`src/rtl/imem_loader.sv`:
```
// Instruction-memory loader: assembles a framed host byte stream into big-endian
// 32-bit words, writes them to the instruction RAM and holds the CPU meanwhile.
module imem_loader #(
  parameter int unsigned DEPTH_WORDS = 64,
  parameter logic [31:0] BASE_ADDR   = 32'h0000_0000,
  parameter logic [7:0]  SYNC_BYTE   = 8'hA5
) (
  input  logic        clk,
  input  logic        rst,
  input  logic        in_valid,
  input  logic [7:0]  in_data,
  output logic        in_ready,
  input  logic        clear,
  output logic        mem_we,
  output logic [31:0] mem_addr,
  output logic [31:0] mem_wdata,
  output logic        cpu_hold,
  output logic        done,
  output logic        err,
  output logic [15:0] words_written
);

  typedef enum logic [2:0] {
    S_IDLE,
    S_CNT_HI,
    S_CNT_LO,
    S_DATA,
    S_CHK,
    S_DONE,
    S_ERR
  } state_e;

  localparam logic [31:0] BASE_ALIGNED = {BASE_ADDR[31:2], 2'b00};
  localparam logic [15:0] MAX_WORDS    = 16'(DEPTH_WORDS);

  state_e      state_q;
  logic        in_ready_q;
  logic        mem_we_q;
  logic [31:0] mem_addr_q;
  logic [31:0] mem_wdata_q;
  logic        cpu_hold_q;
  logic        done_q;
  logic        err_q;
  logic [15:0] words_written_q;
  logic [7:0]  acc_q;
  logic [1:0]  byte_idx_q;
  logic [7:0]  cnt_hi_q;
  logic [15:0] count_q;
  logic [15:0] words_asm_q;
  logic [23:0] asm_q;

  logic        xfer;
  logic [15:0] count_d;
  logic [31:0] word_d;
  logic [7:0]  acc_d;

  assign xfer    = in_valid && in_ready_q;
  assign count_d = {cnt_hi_q, in_data};
  assign word_d  = {asm_q, in_data};
  assign acc_d   = acc_q ^ in_data;

  // NOTE: every register here is written with <= so all branches see the
  // pre-edge values; a blocking write would leak into later branches.
  always_ff @(posedge clk) begin
    if (rst) begin
      state_q         <= S_IDLE;
      in_ready_q      <= 1'b1;
      mem_we_q        <= 1'b0;
      mem_addr_q      <= BASE_ALIGNED;
      mem_wdata_q     <= 32'd0;
      cpu_hold_q      <= 1'b0;
      done_q          <= 1'b0;
      err_q           <= 1'b0;
      words_written_q <= 16'd0;
      acc_q           <= 8'd0;
      byte_idx_q      <= 2'd0;
      // NOTE: datapath-only registers are reset too so a reloaded frame never
      // observes bytes left over from an aborted one.
      cnt_hi_q        <= 8'd0;
      count_q         <= 16'd0;
      words_asm_q     <= 16'd0;
      asm_q           <= 24'd0;
    end else begin
      mem_we_q <= 1'b0;

      // Post-write bookkeeping; the address stays on the last written word
      // once the frame's final word has gone out.
      if (mem_we_q) begin
        words_written_q <= words_written_q + 16'd1;
        if (words_written_q + 16'd1 < count_q) begin
          mem_addr_q <= mem_addr_q + 32'd4;
        end
      end

      case (state_q)
        S_IDLE: begin
          if (xfer && in_data == SYNC_BYTE) begin
            acc_q           <= 8'd0;
            byte_idx_q      <= 2'd0;
            words_written_q <= 16'd0;
            words_asm_q     <= 16'd0;
            mem_addr_q      <= BASE_ALIGNED;
            cpu_hold_q      <= 1'b1;
            state_q         <= S_CNT_HI;
          end
        end

        S_CNT_HI: begin
          if (xfer) begin
            cnt_hi_q <= in_data;
            acc_q    <= acc_d;
            state_q  <= S_CNT_LO;
          end
        end

        S_CNT_LO: begin
          if (xfer) begin
            count_q <= count_d;
            acc_q   <= acc_d;
            if (count_d > MAX_WORDS) begin
              err_q      <= 1'b1;
              in_ready_q <= 1'b0;
              state_q    <= S_ERR;
            end else if (count_d == 16'd0) begin
              state_q <= S_CHK;
            end else begin
              state_q <= S_DATA;
            end
          end
        end

        S_DATA: begin
          if (xfer) begin
            acc_q      <= acc_d;
            byte_idx_q <= byte_idx_q + 2'd1;
            asm_q      <= {asm_q[15:0], in_data};
            if (byte_idx_q == 2'd3) begin
              mem_we_q    <= 1'b1;
              mem_wdata_q <= word_d;
              words_asm_q <= words_asm_q + 16'd1;
              if (words_asm_q + 16'd1 == count_q) begin
                state_q <= S_CHK;
              end
            end
          end
        end

        S_CHK: begin
          if (xfer) begin
            in_ready_q <= 1'b0;
            if (in_data == acc_q) begin
              done_q     <= 1'b1;
              cpu_hold_q <= 1'b0;
              state_q    <= S_DONE;
            end else begin
              err_q   <= 1'b1;
              state_q <= S_ERR;
            end
          end
        end

        S_DONE: begin
          if (clear) begin
            done_q     <= 1'b0;
            in_ready_q <= 1'b1;
            state_q    <= S_IDLE;
          end
        end

        S_ERR: begin
          if (clear) begin
            err_q      <= 1'b0;
            cpu_hold_q <= 1'b0;
            in_ready_q <= 1'b1;
            state_q    <= S_IDLE;
          end
        end

        default: begin
          state_q <= S_IDLE;
        end
      endcase
    end
  end

  assign in_ready      = in_ready_q;
  assign mem_we        = mem_we_q;
  assign mem_addr      = mem_addr_q;
  assign mem_wdata     = mem_wdata_q;
  assign cpu_hold      = cpu_hold_q;
  assign done          = done_q;
  assign err           = err_q;
  assign words_written = words_written_q;

  a_we_single_cycle : assert property (@(posedge clk) disable iff (rst)
    mem_we_q |=> !mem_we_q);

  a_done_err_exclusive : assert property (@(posedge clk) disable iff (rst)
    !(done_q && err_q));

endmodule

```
`config.mk`:
```
export PLATFORM = sky130hd
export DESIGN_NAME = imem_loader
export DESIGN_NICKNAME = d
export VERILOG_FILES = /design/src/rtl/imem_loader.sv
export SDC_FILE = /design/constraint.sdc
export NUM_CORES = 1
export LEC_CHECK = 0
export CELL_PAD_IN_SITES_DETAIL_PLACEMENT = 0
export CELL_PAD_IN_SITES_GLOBAL_PLACEMENT = 2
export CORE_ASPECT_RATIO = 0.5
export CORE_MARGIN = 5
export CORE_UTILIZATION = 33
export CTS_CLUSTER_SIZE = 14
export DETAILED_ROUTE_END_ITERATION = 6
export MAX_ROUTING_LAYER = met4
export PLACE_DENSITY = 0.82
export SLEW_MARGIN = 30
export SYNTH_ARGS = -nofsm -noshare
export SYNTH_HDL_FRONTEND = slang
export SYNTH_SLANG_ARGS = --single-unit
export TNS_END_PERCENT = 10
```
`constraint.sdc`:
```
create_clock -name clk -period 4 [get_ports clk]
set_clock_uncertainty 0.05 [all_clocks]
set_input_delay 0.8 -clock clk [delete_from_list [all_inputs] [get_ports clk]]
set_output_delay 0.8 -clock clk [all_outputs]
set_load 0.01 [all_outputs]
```
After elaboration in Yosys (flattened, before gate mapping)
Cells that the tools add are included.
- register bits after elaboration: 162
- latch bits: 0
- bits in writable memories: 0
- memory bits (read-only): 0
- bits of input ports: 12
- output and inout bits: 85
- word-level logic and storage cells: 121
- memories: 0
- add/subtract/negate cells: 4
- multipliers: 0
- div/mod/pow operators: 0
- order comparisons: 2
- equality and inequality tests: 24
- shift-type cells: 0
- mux-type cells: 48
- bitwise gates (word level): 3
- reduce and logical (&&, ||, !) cells: 25
- operators by type and width (operator ; count):
    $mux 32 ; 4
    $mux 16 ; 6
    $add 16x1->16 const B ; 2
    $add 32x3->32 const B ; 1
    $pmux 16 s2 ; 1
    $mux 3 ; 10
    $ne 2x2->1 const B ; 12
    $pmux 3 s6 ; 1
    $eq 16x16->1 ; 1
    $gt 16x7->1 const B ; 1
    $logic_not 16->1 ; 1
    $lt 16x16->1 ; 1
    $mux 8 ; 2
    $pmux 8 s2 ; 1
    $mux 1 ; 15
    $reduce_and 5->1 ; 2
    $eq 3x3->1 const B ; 3
    $pmux 1 s3 ; 3
    $reduce_and 3->1 ; 3
    $reduce_bool 3->1 ; 3
    $eq 8x8->1 ; 1
    $eq 8x8->1 const B ; 1
    $reduce_and 4->1 ; 2
    $reduce_and 8->1 ; 1
    17 further kinds ; 28

Logic depth before layout (Yosys ltp)
- depth in word-level cells: 6
- mapped depth: 18
- depth with buffers taken out: 15

Least setup slack after synthesis
OpenSTA, ideal clock, no wires.
- path type: reg-to-reg
- from: register words_written_q[0] (netlist: words_written[0])
- to: register mem_addr_q[13] (netlist: mem_addr[13])
- library setup time: 70 ps
- arrival: 3616 ps
- data required time: 3880 ps
- setup slack: 264 ps
- cell stages (with the launch flop): 17
- path buffers: 1
- period minus slack after synthesis: 3736 ps
- cell sequence: dfxtp_1 -> ha_1 -> and3_1 -> and3_1 -> and3_1 -> and3_1 -> clkbuf_1 -> nand3_1 -> xnor2_1 -> ha_1 -> a211o_1 -> a31oi_1 -> o21ai_1 -> a221oi_4 -> nand2_2 -> or4_1 -> a21oi_1
- cells in the longest elaborated chain, start to end: 6
- ends and longest elaborated chain (item ; line ; text):
    start, declared ; 44 ; logic [15:0] words_written_q;
    start signal, assigned ; 89 ; words_written_q <= words_written_q + 16'd1;
    $add 16x1->16 (*) ; 90 ; if (words_written_q + 16'd1 < count_q) begin
    $lt 16x16->1 (*) ; 90 ;
    $mux 32 (*) ; 90 ;
    $mux 32 (*) ; 88 ; if (mem_we_q) begin
    $mux 32 ; 97 ; if (xfer && in_data == SYNC_BYTE) begin
    $mux 32 (*) ; 95 ; case (state_q)
    end signal, assigned ; 91 ; mem_addr_q <= mem_addr_q + 32'd4;
    end, declared ; 39 ; logic [31:0] mem_addr_q;
Mark *: on every way between the ends. The rest lies on a longest branch, timed or not.
A chain may end at the register's enable or synchronous reset.

Worst setup path in the final report
Ends and elaborated chain as after synthesis.

==> flow_metrics.env <==
export IMPL_status="finished, final reports clean"
export IMPL_multi_input_area_um2=4280
export IMPL_ys_types=62
export IMPL_avgSynthCellArea_um2=7.872
export IMPL_setup_viol=0
export IMPL_maxSlewHeadroom=0.3993
export IMPL_seqCellArea_um2=3203
export IMPL_rsz0062_at_grt="false"
export IMPL_arrival_ns=4.03
export IMPL_htree_num_levels=4
export IMPL_p_sw_w=0.0007901
export IMPL_seq_area_frac_synth=0.4073
export IMPL_synthCells=999
export IMPL_postRouteAntennaNets=0
export IMPL_cp_end_kind="register"
export IMPL_synth_edf_count=0
export IMPL_yosys_area_top_type="dfxtp_1"
export IMPL_cts_buffers=17
export IMPL_cp_required_ns=4.32
export IMPL_gp_congestion=0.7933
export IMPL_hold_buffers=0
export IMPL_yosys_register_bits=160
export IMPL_critPathMaxFanout=6
export IMPL_r2r_start="words_written[0]$_SDFF_PP0_"
export IMPL_antenna_found_initial=0
export IMPL_grt_pass1_wl_mm=35.94
export IMPL_vias=7094
export IMPL_totalWireLength_mm=21.42
export IMPL_hpwl_mm=14.80
export IMPL_n_fill_cell=2387
export IMPL_cts_root_buf="clkbuf_16"
export IMPL_drv_cap=0
export IMPL_clockBufferDepth=2
export IMPL_yosys_area_top_type_share=0.4073
export IMPL_wl_per_cell_um=15.43
export IMPL_clock_latency_ns=0.44
export IMPL_vias_per_cell=5.111
export IMPL_rows=39
export IMPL_io_buffers=94
export IMPL_setup_tns_ns=0
export IMPL_hold_viol=0
export IMPL_synth_common_cells="nand2_1 (180), dfxtp_1 (160), a21oi_1 (111)"
export IMPL_grt_pass1_vias=6707
export IMPL_ys_async_sr_fraction=0
export IMPL_drt_pass1_iterations=5
export IMPL_design_area_um2=9663
export IMPL_cp_startpoint="words_written[0]$_SDFF_PP0_"
export IMPL_pwr_share_comb=0.025
export IMPL_holdCritPathClass="reg -> reg"
export IMPL_fin_crit_sh=0.9257
export IMPL_syn_area_um2=7864
export IMPL_post_cts_buffers=0
export IMPL_slew_viol_final=0
export IMPL_placed_area_um2=9080
export IMPL_yosysWarnings=0
export IMPL_die_x_um=228.3
export IMPL_drive_gt1_frac=0.06660
export IMPL_drcViolationCount=0
export IMPL_area_growth_pct=22.88
export IMPL_diodes=0
export IMPL_swShare=0.2384
export IMPL_power_leakage_nw=3.414
export IMPL_ir_drop_v=0.0001799
export IMPL_clock_sinks=160
export IMPL_final_nets=1099
export IMPL_synth_area_leaders="dfxtp_1 (41%), nand2_1 (8.6%), a21oi_1 (7.1%)"
export IMPL_die_area_um2=27200
export IMPL_dr_first_iter_drc_count=415
export IMPL_start_kind="register"
export IMPL_fin_crit_ns=3.703
export IMPL_max_freq_mhz=270.1
export IMPL_die_height_um=119.2
export IMPL_initial_core_util=0.3400
export IMPL_seqPwrFrac=0.481
export IMPL_crit_type="reg -> reg"
export IMPL_grt_ovfl_total=0
export IMPL_power_per_cell_area_nw_per_um2=343.0
export IMPL_internal_power_w=0.002524
export IMPL_worst_hold_startpoint="mem_wdata[26]$_SDFFE_PP0P_"
export IMPL_pwr_share_clk=0.494
export IMPL_clk_pin_slew_worst_paths_ns=0.07
export IMPL_synth_most_common_cell="nand2_1"
export IMPL_synth_ff_type="dfxtp_1"
export IMPL_core_area_um2=23130
export IMPL_grt_max_degree=84
export IMPL_ios=97
export IMPL_tightestPinTransition_ns=0.9011
export IMPL_track_usage=0.1645
export IMPL_cts_tree="done"
export IMPL_post_cts_resized=0
==> power groups by stage <==
stage	Combinational, W	Clock, W	Sequential [W]
floorplan	0.0000493	0	0.00163
global placement	0.0000847	0	0.00163
detailed placement	0.0000853	0	0.00163
CTS	0.0000856	0.00168	0.00159
global route	0.0000925	0.00174	0.00159
finish	0.0000840	0.00164	0.00159
==> cells by family after synthesis <==
logic type / count (synthesis) / share of synthesized area
other: 1 / 0.0004769
xor gates and xnor gates: 81 / 0.09021
buffers and inverters: 94 / 0.04900
muxes: 11 / 0.01416
adders and majority gates: 19 / 0.03023
DFF: 160 / 0.4073
AOI/OAI and AO/OA: 190 / 0.1405
and+or+nand+nor: 443 / 0.2681
==> registers in the layout (all words and copies together), names as in the netlist, 2 cells and up <==
name / flops
words_asm_q: 16
count_q: 16
asm_q: 24
acc_q: 8
byte_idx_q: 2
mem_wdata: 32
mem_addr: 30
words_written: 16
cnt_hi_q: 8
state_q: 3
==> cell type report <==
type	count	share of cell area
clock buffer	20	0.04726
clock inverter	12	0.01295
inverter	28	0.01088
multi-input combinational	746	0.4430
sequential	160	0.3315
tap	307	0.03975
timing repair buffer	115	0.1147
==> cell usage in the layout, fill, tap and decap left out, types with 4 or more instances in the layout <==
master,Yosys,layout
xnor2_1,18,18
and2_1,7,7
buf_4,3,21
or3_1,7,7
nand3b_1,5,5
a21o_1,6,6
clkbuf_16,0,17
nand4_1,37,37
nand2b_1,6,6
and3_1,26,25
nand3_1,30,30
clkdlybuf4s50_1,0,93
ha_1,19,19
nor4_1,4,4
inv_1,28,28
a31oi_1,5,5
xor2_1,63,63
mux2i_1,10,10
a22oi_1,9,9
dfxtp_1,160,160
inv_6,0,4
or4_1,5,5
or2_2,5,5
o21ai_0,30,30
nand2_1,180,180
o21a_1,5,5
nor2_1,96,96
and4_1,7,7
nor3_1,12,12
a21oi_1,111,111
==> critical path, stage by stage (launching register included) <==
cell and delay [ns]:
dfxtp_1 0.40, ha_1 0.22, and3_1 0.22, and3_1 0.23
and3_1 0.23, and3_2 0.26, nand3_1 0.11, xnor2_1 0.15
ha_1 0.19, a211o_1 0.23, a31oi_1 0.14, o21ai_1 0.12
a221oi_4 0.29, nand2_2 0.14, or4_1 0.52, a21oi_1 0.14
==> through the flow <==
stage / std cells / utilization / setup slack, ns / total power (W) / hold slack [ns]
global route: 1388 / 0.4178 / 0.01995 / 0.003426 / 0.4253
CTS: 1388 / 0.4177 / 0.2306 / 0.003358 / 0.4050
global placement: 1356 / 0.3926 / 0.3531 / 0.001714 / 0.3921
detailed placement: 1356 / 0.3926 / 0.2589 / 0.001714 / 0.3955
finish: 1388 / 0.4178 / 0.2972 / 0.003314 / 0.4038
floorplan: 1000 / - / 0.2643 / 0.001678 / 0.3821
==> routing by layer <==
layer	wire, um	global-route usage	share of wire
met2	9350	0.2446	0.44
met5	0	-	0
met4	271	0.04983	0.013
met1	11070	0.2284	0.52
met3	729	0.03067	0.034
==> final timing paths <==
kind	slack, ns	end	cells past startpoint
worst max-delay path	0.30	mem_addr[13]$_SDFF_PP0_	15
worst min-delay path	0.40	mem_wdata[26]$_SDFFE_PP0P_	2
worst max register to register	0.30	mem_addr[13]$_SDFF_PP0_	15
worst min register to register	0.40	mem_wdata[26]$_SDFFE_PP0P_	2
No activity file was read; power rests on OpenSTA's default activity.
